===== src/rtl/id_ex_stage_reg.sv =====
// ID/EX pipeline register with load-use hazard detection, branch/jump flush
// and a saturating stall-cycle counter.
module id_ex_stage_reg #(
  parameter int unsigned XLEN    = 64,
  parameter int unsigned RADDR_W = 5,
  parameter int unsigned CNT_W   = 16
) (
  input  logic               clk_i,
  input  logic               reset_i,
  input  logic               mem_to_reg_i,
  input  logic               mem_write_i,
  input  logic               reg_write_i,
  input  logic               load_i,
  input  logic               store_i,
  input  logic               immd_i,
  input  logic               jal_i,
  input  logic               branch_i,
  input  logic [XLEN-1:0]    rs1_data_i,
  input  logic [XLEN-1:0]    rs2_data_i,
  input  logic [XLEN-1:0]    imm_i,
  input  logic [XLEN-1:0]    pc_i,
  input  logic [RADDR_W-1:0] rs1_addr_i,
  input  logic [RADDR_W-1:0] rs2_addr_i,
  input  logic [RADDR_W-1:0] rd_addr_i,
  input  logic               flush_i,
  output logic               ex_mem_to_reg_o,
  output logic               ex_mem_write_o,
  output logic               ex_reg_write_o,
  output logic               ex_load_o,
  output logic               ex_store_o,
  output logic               ex_immd_o,
  output logic               ex_jal_o,
  output logic               ex_branch_o,
  output logic [XLEN-1:0]    ex_rs1_data_o,
  output logic [XLEN-1:0]    ex_rs2_data_o,
  output logic [XLEN-1:0]    ex_imm_o,
  output logic [XLEN-1:0]    ex_pc_o,
  output logic [RADDR_W-1:0] ex_rs1_addr_o,
  output logic [RADDR_W-1:0] ex_rs2_addr_o,
  output logic [RADDR_W-1:0] ex_rd_addr_o,
  output logic               ex_valid_o,
  output logic               stall_o,
  output logic [CNT_W-1:0]   stall_cnt_o
);

  logic w_rs_match;
  logic w_haz;
  logic w_bubble;

  // Load-use detection against the instruction now in EX; X on immd/jal reads as 0
  always_comb begin
    w_rs_match = (ex_rd_addr_o == rs1_addr_i) |
                 ((immd_i !== 1'b1) & (ex_rd_addr_o == rs2_addr_i));
    w_haz      = ex_valid_o & ex_load_o & ex_reg_write_o &
                 (ex_rd_addr_o != '0) & w_rs_match & (jal_i !== 1'b1);
    stall_o    = w_haz & ~flush_i & ~reset_i;
    w_bubble   = flush_i | w_haz;
  end

  // ID -> EX register: data always captured, controls zeroed on a bubble
  always_ff @(posedge clk_i or posedge reset_i) begin
    if (reset_i) begin
      ex_mem_to_reg_o <= 1'b0;
      ex_mem_write_o  <= 1'b0;
      ex_reg_write_o  <= 1'b0;
      ex_load_o       <= 1'b0;
      ex_store_o      <= 1'b0;
      ex_immd_o       <= 1'b0;
      ex_jal_o        <= 1'b0;
      ex_branch_o     <= 1'b0;
      ex_valid_o      <= 1'b0;
      ex_rs1_data_o   <= '0;
      ex_rs2_data_o   <= '0;
      ex_imm_o        <= '0;
      ex_pc_o         <= '0;
      ex_rs1_addr_o   <= '0;
      ex_rs2_addr_o   <= '0;
      ex_rd_addr_o    <= '0;
    end else begin
      ex_rs1_data_o <= rs1_data_i;
      ex_rs2_data_o <= rs2_data_i;
      ex_imm_o      <= imm_i;
      ex_pc_o       <= pc_i;
      ex_rs1_addr_o <= rs1_addr_i;
      ex_rs2_addr_o <= rs2_addr_i;
      ex_rd_addr_o  <= rd_addr_i;
      if (w_bubble) begin
        ex_mem_to_reg_o <= 1'b0;
        ex_mem_write_o  <= 1'b0;
        ex_reg_write_o  <= 1'b0;
        ex_load_o       <= 1'b0;
        ex_store_o      <= 1'b0;
        ex_immd_o       <= 1'b0;
        ex_jal_o        <= 1'b0;
        ex_branch_o     <= 1'b0;
        ex_valid_o      <= 1'b0;
      end else begin
        ex_mem_to_reg_o <= (mem_to_reg_i === 1'b1);
        ex_mem_write_o  <= (mem_write_i === 1'b1);
        ex_reg_write_o  <= (reg_write_i === 1'b1);
        ex_load_o       <= (load_i === 1'b1);
        ex_store_o      <= (store_i === 1'b1);
        ex_immd_o       <= (immd_i === 1'b1);
        ex_jal_o        <= (jal_i === 1'b1);
        ex_branch_o     <= (branch_i === 1'b1);
        ex_valid_o      <= 1'b1;
      end
    end
  end

  // Saturating count of stall cycles
  always_ff @(posedge clk_i or posedge reset_i) begin
    if (reset_i) begin
      stall_cnt_o <= '0;
    end else if (stall_o && (stall_cnt_o != '1)) begin
      stall_cnt_o <= stall_cnt_o + 1'b1;
    end
  end

endmodule


===== config.mk =====
export PLATFORM = sky130hd
export DESIGN_NAME = id_ex_stage_reg
export DESIGN_NICKNAME = d
export VERILOG_FILES = /design/src/rtl/id_ex_stage_reg.sv
export SDC_FILE = /design/constraint.sdc
export NUM_CORES = 1
export LEC_CHECK = 0
export ABC_AREA = 1
export CAP_MARGIN = 20
export CORE_AREA = 2 2 224 226
export DETAILED_ROUTE_END_ITERATION = 8
export DIE_AREA = 0 0 226 228
export PLACE_DENSITY = 0.55
export SLEW_MARGIN = 20
export SYNTH_ARGS = -nofsm -noshare
export SYNTH_HDL_FRONTEND = slang
export SYNTH_SLANG_ARGS = --single-unit
export TNS_END_PERCENT = 10

===== constraint.sdc =====
create_clock -name clk_i -period 10.67 [get_ports clk_i]
set_input_delay 1.067 -clock clk_i [delete_from_list [all_inputs] [get_ports clk_i]]
set_output_delay 1.067 -clock clk_i [all_outputs]
set_load 0.02 [all_outputs]

# Yosys cells after proc, flatten, opt, wreduce, memory -nomap -nowiden
# Cells that the tools add are included.
# word_totals
output_inout_bits	297
wordCells	54
reg_bits	296
# classes
n_bitwise	12
addsub	1
reduce_logical	2
n_mux	9
n_eq_ne	13
# op_table
operator	count
16-bit by 1-bit adder with 16-bit output, second input constant	1
16-bit != test, second input constant	1
5-bit == test	2
1-bit two-way mux	9
1-bit bitwise AND	8
1-bit === test, second input constant	8
5-bit nonzero test	1
1-bit !== test, second input constant	2
1-bit NOT	2
1-bit bitwise OR	2
1-bit logical AND	1

# Depth between registers and ports, before layout
# depth
ltp_word	8
mapped_depth	11
depth_no_buf	10

# Least setup slack after synthesis
# Ideal clock, no wire load.
# synth_path
path_type	input-to-output
startpoint	input port rs2_addr_i[0]
endpoint	output port stall_o
slack_ns	7.835
arrival_time_ns	1.768
cell_stages	9
cell_sequence	inv_1 > nand2_1 > nand2_1 > nor2_1 > nand3_1 > nand2_2 > nand3_4 > clkinv_2 > buf_6
# synth_via
elab_chain_cells	7
# synth_lines
element	line	text
start, declared	23	input logic [RADDR_W-1:0] rs2_addr_i,
5-bit == test	53	((immd_i !== 1'b1) & (ex_rd_addr_o == rs2_addr_i));
1-bit bitwise AND	53	
1-bit bitwise OR	52	w_rs_match = (ex_rd_addr_o == rs1_addr_i) |
1-bit bitwise AND (2 in a row)	55	(ex_rd_addr_o != '0) & w_rs_match & (jal_i !== 1'b1);
1-bit bitwise AND (2 in a row)	56	stall_o = w_haz & ~flush_i & ~reset_i;
end, declared	42	output logic stall_o,
# No other way between the ends.

# Worst setup path after layout
# layout_path
startpoint	input port reset_i
endpoint	output port stall_o
# layout_via
elab_chain_cells	2
# layout_lines
element	line	text
start, declared	9	input logic reset_i,
1-bit NOT	56	
1-bit bitwise AND	56	
# No other way between the ends.

==> summary.txt <==
Power and ir drop
  • Leakage power: between 6 and 7 nW
  • Max IR drop VDD: 0.136 mV
  • Design Power: approximately 2.7 mW
  • PwrDens: between 150 and 200 nW/um^2

Critical path
  • Critical Path RT: about 9.6 ns
  • Most frequent CP cell: clkdlybuf4s50_1
  • Arrival time worst endpoint: approximately 3.3 ns
  • Largest stage delay, worst path: around 0.68 ns
  • R2R setup slack: approximately 8.7 ns
  • Crit path capture type: primary output
  • Worst reg2reg path endpoint: stall_cnt_o[13]$_DFFE_PP0P_
  • Critical Setup Path Class: primary input to primary output
  • R2R Path Start: stall_cnt_o[0]$_DFFE_PP0P_
  • Critical path peak fanout: 13
  • Crit path launch type: primary input
  • CP endpoint: stall_o
  • R2r worst-path depth: 10
  • Slowest cell on the critical path: nor2_1
  • Critical Path Source: reset_i
  • Worst path cell trace: clkdlybuf4s50_1, nor2_1, nand3_4, clkinv_2, clkdlybuf4s50_1

Synthesis
  • Synth warn: 0
  • Post-synth top cells: dfrtp_1, nand2_1, inv_1, nor2_1, nand3_1
  • Synth top area cells: dfrtp_1, nand2_1, inv_1
  • Cell taking the most area after synthesis: dfrtp_1
  • Sequential area share after synthesis: ~89%
  • Ys async rst share: 100%
  • Cells after Synth: just over 500
  • Cell area after synthesis: 8340 sq um
  • Top_reg_cell synth: dfrtp_1
  • Syn Nets: 793
  • Post-synth top area share: between 80% and 90%
  • Number of synthesized flops with an enable pin: 0
  • Yosys reg bits: ~300
  • Syn avg cell area: 16.4 sq um
  • Synth unique cells: 21
  • Most common cell in the netlist: dfrtp_1

Placement
  • Placer Congestion: around 0.84
  • Port Buffers: around 580
  • Pre-CTS setup slack: approximately 6.3 ns
  • Post-DP Area: approximately 15,000 sq um
  • Post-DP HPWL: ~25,000 um

Route
  • WL per Instance: between 15 and 20 um
  • Via-per-instance ratio: between 3 and 4
  • Iteration-0 DRC Markers: 100
  • Antenna Nets Post-Route: 0
  • Vias: between 6,000 and 7,000
  • Router iterations before antenna repair: 7
  • WL final: between 30,000 and 40,000 um
  • DRC Markers: 0

Outcome
  • Status: finished, final reports clean

GRT
  • Initial antenna violation count: 2
  • GR peak layer: met2
  • GR Util met1: roughly an eighth
  • First-pass GRT wire length: roughly 45,000 um
  • Met2 global-route usage: 19.6%
  • M3 GR Usage: between 6 and 7%
  • Gr ovfl total: 0
  • Pin count of the biggest net entering global routing: 85
  • GRT Total Usage: between 10 and 15%
  • Vias in the first global route: ~6,700

Timing
  • Period Utilization, post-route: 40.8%
  • Final Setup Violations: 0
  • Post-layout min period: about 4.3 ns
  • Setup TNS: 0 ns
  • Slew Limit Headroom: between 30% and 40%
  • WHS: approximately 0.54 ns
  • Smallest setup slack after layout: 6.32 ns
  • Fin. max-slew vios: 0
  • RSZ-0062 raised after global routing: no
  • Final hold violation count: 0
  • Highest clock rate: roughly 0.23 GHz
  • Worst Skew: approximately 0.012 ns
  • Worst-Margin Slew: 0.939 ns

Floorplan
  • Core area: between 40,000 and 50,000 sq um
  • Die H: between 200 and 250 um
  • # rows: 82
  • Initial Util: 16.9%
  • Area of the die: ~52,000 sq um
  • Io pins: 579
  • Die width: 226 um

CTS
  • Maximum clock path buffer count: 3
  • Skew-Pair Late Insertion Delay: approximately 0.53 ns
  • CTS root buf: clkbuf_16
  • CTS sink count: just under 300
  • Post-CTS resize count: 0
  • Post-CTS Hold Buffers: 0
  • Clk slew on worst S/H paths: 0.06 ns
  • Clock buffer count from CTS: 35
  • Setup Fix Bufs, Post-CTS: 0
  • # H-tree levels: 2
  • CTS tree: built

Final layout
  • Layout area overhead: 93.3%
  • Layout cell share with drive strength beyond 1: 6.19%
  • Post-route cell area: 16,100 sq um
  • Nets: between 1,000 and 1,500
  • # fillers: 4,864

Min path
  • Hold Path Class: flop to flop

Flow run
  • Max-Cap Viols: 0
[critical path: cells and delay by family]
family | cells | cell delay [ns]
and+or+nand+nor | 2 | 0.86
buffers and inverters | 3 | 1.34
[state kept, by name, summed over array words and instances, names as in the netlist, 5 cells and up]
register and flops:
ex_rs2_data_o 64, stall_cnt_o 16, ex_rd_addr_o 5, ex_rs1_data_o 64, ex_rs2_addr_o 5, ex_rs1_addr_o 5, ex_imm_o 64, ex_pc_o 64
[cells in the final DEF, fill, tap and decap left out, drive strengths merged]
cell type      Yosys  layout
bufinv             0       2
xnor2              2       2
buf                3       3
nand3             20      20
nor2              28      28
clkdlybuf4s50      0     578
o21bai             3       3
nand4             15      15
dfrtp            296     296
nand2             81      81
a31oi              1       1
clkinv             2       7
diode              0       1
inv               53      55
ha                 1       1
clkbuf             2      49
a21oi              1       1
clkinvlp           0       3
o21ai              2       2
[final cells by class]
| class | instances | area, sq um | area share (%) |
|---|---|---|---|
| antenna | 1 | 2.50 | 0.0155 |
| clock buffer | 49 | 1010 | 6.27 |
| clock inverter | 12 | 140 | 0.869 |
| inverter | 55 | 215 | 1.33 |
| multi-input combinational | 154 | 697 | 4.32 |
| sequential | 296 | 7410 | 45.9 |
| tap | 672 | 841 | 5.22 |
| timing repair buffer | 581 | 5810 | 36.0 |
[routing by layer]
layer  vias up  share of wire [%]
li1       2809                  -
met1      3009                 36
met2       347                 48
met3        58                 13
met4         4                3.0
met5         -               0.16
[stage by stage]
| step | util [%] | std cells |
|---|---|---|
| CTS | 32.7 | 1819 |
| global route | 32.7 | 1820 |
| floorplan | - | 510 |
| global placement | 30.3 | 1758 |
| detailed placement | 30.3 | 1758 |
| finish | 32.7 | 1820 |
[power breakdown]
part           switching, mW  total (mW)  leakage (nW)  internal (mW)
combinational          0.149       0.332          2.82          0.183
clock                  0.476        1.19         0.557          0.715
sequential            0.0178        1.19          3.48           1.18
total                  0.643        2.72          6.86           2.07
[how the worst min path moves through the flow]
stage               cells after the start  slack, ns                           to                         from
floorplan                               2       0.62  stall_cnt_o[15]$_DFFE_PP0P_  stall_cnt_o[15]$_DFFE_PP0P_
global placement                        2       0.52  stall_cnt_o[15]$_DFFE_PP0P_  stall_cnt_o[15]$_DFFE_PP0P_
detailed placement                      2       0.53  stall_cnt_o[15]$_DFFE_PP0P_  stall_cnt_o[15]$_DFFE_PP0P_
CTS                                     2       0.54  stall_cnt_o[15]$_DFFE_PP0P_  stall_cnt_o[15]$_DFFE_PP0P_
global route                            2       0.56  stall_cnt_o[15]$_DFFE_PP0P_  stall_cnt_o[15]$_DFFE_PP0P_
finish                                  2       0.54  stall_cnt_o[15]$_DFFE_PP0P_  stall_cnt_o[15]$_DFFE_PP0P_
[cells by family (layout without fill, tap and decap cells)]
group                    after synthesis  after routing  synth area share, %
adder cells (fa/ha/maj)                1              1                0.150
XOR/XNOR                               2              2                0.210
AND/OR/NAND/NOR                      144            144                 7.47
flip-flops                           296            296                 88.8
buffers and inverters                 60            697                 2.84
AO/OA/AOI/OAI                          7              7                0.525
other                                  0              1                    0
Power figures use the tool's default switching activity.
